`config.mk`:
```
export PLATFORM = sky130hd
export DESIGN_NAME = reg_file_mp
export DESIGN_NICKNAME = d
export VERILOG_FILES = /design/src/rtl/reg_file_mp.sv
export SDC_FILE = /design/constraint.sdc
export NUM_CORES = 2
export LEC_CHECK = 0
export ABC_AREA = 1
export CAP_MARGIN = 20
export CORE_UTILIZATION = 40
export DETAILED_ROUTE_END_ITERATION = 8
export HOLD_SLACK_MARGIN = 0.08
export PLACE_DENSITY_LB_ADDON = 0.3
export SYNTH_ARGS = -nofsm -noshare
export SYNTH_HDL_FRONTEND = slang
export SYNTH_SLANG_ARGS = --single-unit
export TNS_END_PERCENT = 100
```
`constraint.sdc`:
```
create_clock -name clk -period 53.5 [get_ports clk]
set_clock_uncertainty 0.05 [all_clocks]
set_input_delay 10.7 -clock clk [delete_from_list [all_inputs] [get_ports clk]]
set_output_delay 10.7 -clock clk [all_outputs]
set_load 0.01 [all_outputs]
```
`src/rtl/reg_file_mp.sv`:
```
// Multi-port register file with per-register busy (scoreboard) bits, write-back
// bypass into the read ports, and issue/flush tracking of pending producers.
module reg_file_mp #(
    parameter int unsigned LEN      = 32,
    parameter int unsigned NUM_REGS = 32,
    parameter int unsigned NUM_RD   = 2,
    localparam int unsigned AW      = $clog2(NUM_REGS)
) (
    input  logic                     clk,
    input  logic                     rst,
    input  logic                     rdy_in,
    input  logic [NUM_RD*AW-1:0]     rd_idx,
    output logic [NUM_RD*LEN-1:0]    rd_data,
    output logic [NUM_RD-1:0]        rd_busy,
    input  logic                     wr_en,
    input  logic [AW-1:0]            wr_idx,
    input  logic [LEN-1:0]           wr_data,
    input  logic                     issue_en,
    input  logic [AW-1:0]            issue_idx,
    input  logic                     flush,
    output logic [AW:0]              busy_cnt,
    output logic [1:0]               rf_status
);

    localparam logic [1:0] ST_NOP      = 2'b00;
    localparam logic [1:0] ST_FINISHED = 2'b01;
    localparam logic [1:0] ST_CONFLICT = 2'b10;

    logic [LEN-1:0]          regs_q [NUM_REGS];
    logic [LEN-1:0]          regs_d [NUM_REGS];
    logic [NUM_REGS-1:0]     busy_q, busy_d;
    logic [NUM_RD*LEN-1:0]   rd_data_q, rd_data_d;
    logic [NUM_RD-1:0]       rd_busy_q, rd_busy_d;
    logic [AW:0]             busy_cnt_q, busy_cnt_d;
    logic [1:0]              rf_status_q, rf_status_d;

    logic                    wr_ok;
    logic                    iss_ok;
    logic [AW-1:0]           ridx;

    // Next-state: storage, busy bits, captured read ports, count and status
    always_comb begin
        regs_d      = regs_q;
        busy_d      = busy_q;
        rd_data_d   = rd_data_q;
        rd_busy_d   = rd_busy_q;
        busy_cnt_d  = busy_cnt_q;
        rf_status_d = rf_status_q;
        ridx        = '0;
        wr_ok       = wr_en && (wr_idx != '0);
        iss_ok      = issue_en && (issue_idx != '0) && !flush;

        if (rdy_in) begin
            if (wr_ok) begin
                regs_d[wr_idx] = wr_data;
            end

            // Order matters: flush beats everything, a new issue beats a write-back
            if (flush) begin
                busy_d = '0;
            end else begin
                if (wr_ok) begin
                    busy_d[wr_idx] = 1'b0;
                end
                if (iss_ok) begin
                    busy_d[issue_idx] = 1'b1;
                end
            end
            busy_d[0] = 1'b0;

            for (int p = 0; p < int'(NUM_RD); p++) begin
                ridx = rd_idx[p*AW +: AW];
                if (ridx == '0) begin
                    rd_data_d[p*LEN +: LEN] = '0;
                end else if (wr_ok && (wr_idx == ridx)) begin
                    rd_data_d[p*LEN +: LEN] = wr_data;
                end else begin
                    rd_data_d[p*LEN +: LEN] = regs_q[ridx];
                end
                rd_busy_d[p] = busy_d[ridx];
            end

            busy_cnt_d = '0;
            for (int i = 0; i < int'(NUM_REGS); i++) begin
                busy_cnt_d = busy_cnt_d + (AW+1)'(busy_d[i]);
            end

            if (iss_ok && busy_q[issue_idx] && !(wr_ok && (wr_idx == issue_idx))) begin
                rf_status_d = ST_CONFLICT;
            end else if (wr_ok) begin
                rf_status_d = ST_FINISHED;
            end else begin
                rf_status_d = ST_NOP;
            end
        end
    end

    always_ff @(posedge clk or posedge rst) begin
        if (rst) begin
            for (int i = 0; i < int'(NUM_REGS); i++) begin
                regs_q[i] <= '0;
            end
            busy_q      <= '0;
            rd_data_q   <= '0;
            rd_busy_q   <= '0;
            busy_cnt_q  <= '0;
            rf_status_q <= ST_NOP;
        end else begin
            for (int i = 0; i < int'(NUM_REGS); i++) begin
                regs_q[i] <= regs_d[i];
            end
            busy_q      <= busy_d;
            rd_data_q   <= rd_data_d;
            rd_busy_q   <= rd_busy_d;
            busy_cnt_q  <= busy_cnt_d;
            rf_status_q <= rf_status_d;
        end
    end

    assign rd_data   = rd_data_q;
    assign rd_busy   = rd_busy_q;
    assign busy_cnt  = busy_cnt_q;
    assign rf_status = rf_status_q;

endmodule

```
==> results.txt <==
- The count of buffers added on input and output ports is 131.
- Sort of element at the end of the critical path: register
- In the synthesized netlist the dominant register cell turns out to be dfrtp_1.
- CTS Root Cell: clkbuf_16
* Number of cells produced by synthesis: 7281
- Crit path max-delay cell type: clkdlybuf4s50_1
* Num CTS Buffers: 118
* Average footprint of a synthesized cell: 8.010 um2
- Slew margin rel.: 0.1702
* Number of warnings printed during yosys synthesis: 0
- After synthesis the netlist holds a flip-flop and latch count of 1129.
- Routability-driven placement finished with a final weighted congestion of 0.9028.
* Number of setup violations in the final report: 0
- Syn-to-layout area delta: 9.864%
* Final total negative setup slack: 0 ns
* Post-synthesis instance area: 0.05832 mm2
* Worst-Skew Late Latency: 0.78 ns
- By instance count, the cell type seen most on the critical path is fa_1.
- The tightest hold path in the finished design has a slack of 0.3519 ns.
* Fin nets: 6990
- Actual transition at the worst max-transition pin: 1.245 ns
- Maximum level of the CTS H-tree: 3
* Layout fillers: 14210
- For this run, the slowest stage of the critical path takes 0.89 ns.
- The largest total area in the synthesized netlist belongs to dfrtp_1.
* Status: completed
- Die height: 383.8 um
- Using the TritonRoute via totals, the vias-per-cell ratio works out to 6.435.
* Maximum clock frequency: 0.05938 GHz
- Share of the clock period used by the worst path: 0.3148
- Post-CTS clock slew at the launch and capture registers of the worst setup and hold paths: 0.06 ns
- Worst min path class: register to register
- Total via count after detailed routing: 57330
- In this run the worst path has a maximum fanout of 13.
- Remaining Overflow, GRT: 0
- GRT Overall Usage: 0.3287
* Area contributors post-synth: dfrtp_1 48%, nand2_1 13%, o21ai_0 10%, o22ai_1 5.8%, nand3_1 5.4%
- STA puts the critical path data required time at 54.11 ns.
* Syn_nets: 7369
- TritonCTS clock tree: built
- Total core area: 0.1442 mm2
- The final hold violation count came to 0.
- Dividing total power by cell area gives a power density of 35.83 mW/mm2.
* Initial antenna violation count: 14
- Post-synth ARST share: 1.000
- Of the post-synthesis cell area, the dominant cell type holds 0.4844.
* I/O Pins: 132
- First-iteration detailed-routing DRC count: 9554
- Largest net degree at the start of global routing: 166
- The number of global-route vias before repair was 52970.
- Clock Tree Buf Depth: 3
- Series of cell instances along the critical path: clkdlybuf4s50_1, inv_2, nand4_1, nor2_1, o22ai_1, inv_1, fa_1, fa_1, inv_1, fa_1, inv_1, fa_1, fa_1, fa_1, inv_1, fa_1, fa_1, nand2_1, nand2_1, a21oi_1, xnor2_1, nand2_1, nand2_1
* Std cell rows: 139
* Arrival time worst endpoint: 17.45 ns
- STA classifies the critical path startpoint as an input pin.
* Static power due to leakage: 27.94 nW
- After layout, the minimum clock period comes to 16.84 ns.
- Number of cells upsized or downsized after cts: 0
* First-pass detailed-route iteration total: 8
* Total count of max-transition violations in the final report: 0
* CP Class: input pin to register
- In the routed design, unresolved DRC markers number 0.
- Number of distinct library cells after synthesis: 45
- Setup slack at placement: 36.07 ns
- Post-DP HPWL: 126.7 mm
* Number of buffers inserted to repair setup after CTS: 0
* CTS hold repair buffers: 0
* Setup WS post-layout: 36.66 ns
- After detailed routing, the average wire length per cell comes to 27.79 um.
* Remaining number of nets flagged by the antenna check after routing: 0
* Layout cell share with drive strength beyond 1: 0.06171
* Number of maximum-capacitance violations: 0
- Sink Count: 1129
* Most frequent cell after synthesis: nand2_1
- Routed wire length: 247.6 mm
- RSZ-0062 raised after global routing: no
* Initial core utilization: 0.4045
* Leading post-synthesis cells by instance count: 2034 x nand2_1, 1214 x o21ai_0, 1129 x dfrtp_1, 633 x nand3_1, 539 x o22ai_1
- Global-route wire length before repair: 362.1 mm
- Max IR drop VDD: 32.27 uV
- EDFF count, synth: 0
* Sequential fraction of the synthesis area: 0.4844
* Width of the die: 383.8 um
- Die footprint: 0.1473 mm2
==> cells in the final DEF (no fill, tap or decap), types with 56 or more instances in the layout <==
cell type	Yosys	routed
clkbuf_16	0	120
clkdlybuf4s50_1	0	122
nand3_1	633	609
a21oi_1	99	99
nor2_1	188	187
o221ai_1	232	232
buf_4	26	94
o22ai_1	539	539
inv_1	134	127
nand2_1	2034	2028
dfrtp_1	1129	1129
o21ai_0	1214	1214
a21oi_2	56	56
==> report_power, final <==
group | internal (mW) | switching [mW]
clock network | 0.492 | 0.371
registers | 0.965 | 0.0948
logic | 0.135 | 0.238
total | 1.59 | 0.704
==> registers in the layout (all words and copies together), names as in the netlist <==
name,flops
busy_q,31
busy_cnt,6
rd_data,64
rd_busy,2
regs_q,1024
rf_status,2
==> worst max-delay path: cells and delay by family <==
kind,cells,cell delay [ns]
adder cells (fa/ha/maj),8,3.92
XOR/XNOR,1,0.13
buffers and inverters,6,1.48
AO/OA/AOI/OAI,2,0.54
AND/OR/NAND/NOR,6,0.67
==> metrics by stage <==
step                      power (mW)  area (um2)  std cells  utilization
after floorplan                1.300       58320       7281            -
after global placement         1.420       60010       8682       0.4162
after detailed placement       1.432       60010       8682       0.4162
after CTS                      2.289       63990       8901       0.4438
after global routing           2.385       64060       8905       0.4443
final                          2.296       64070       8909       0.4444
==> cells by family (layout without fill, tap and decap cells) <==
logic type | after synthesis | after routing | synth area share
AND/OR/NAND/NOR | 2940 | 2940 | 0.2073
AO/OA/AOI/OAI | 2287 | 2287 | 0.2309
flip-flops | 1129 | 1129 | 0.4844
buffers and inverters | 878 | 598 | 0.06539
adder cells (fa/ha/maj) | 30 | 30 | 0.009397
XOR/XNOR | 17 | 17 | 0.002553
other | 0 | 5 | 0
==> cell type report <==
cell class              count  area [um2]  share of cell area
diodes                      5       12.51           0.0001953
flip-flops and latches   1129       28250              0.4409
well taps                1903        2381             0.03716
multi-input cells        5274       26650              0.4160
repair buffers            231        2200             0.03433
clock buffers             164        3328             0.05194
clock inverters            55       650.6             0.01015
inverters                 148       595.6            0.009295
==> worst paths after layout <==
kind / startpoint / to / slack [ns] / cells past startpoint
max in group asynchronous: rst / regs_q[296] / 39.78 / 5
min: regs_q[993] / regs_q[993] / 0.35 / 0
max: wr_idx[2] / busy_cnt[4] / 36.66 / 23
min reg2reg: regs_q[993] / regs_q[993] / 0.35 / 0
max reg2reg: busy_q[27] / busy_cnt[4] / 47.68 / 20
min in group asynchronous: rst / busy_q[6] / 10.46 / 2
==> metal layers <==
layer,GRT usage,wire length [um],up-vias,share of wire
li1,-,-,24610,-
met1,0.4556,97540,27580,0.39
met2,0.4706,102300,4316,0.41
met3,0.09748,34780,818,0.14
met4,0.1484,12940,10,0.052
met5,0,64,-,0.00026
(Power assumes the default switching activity.)
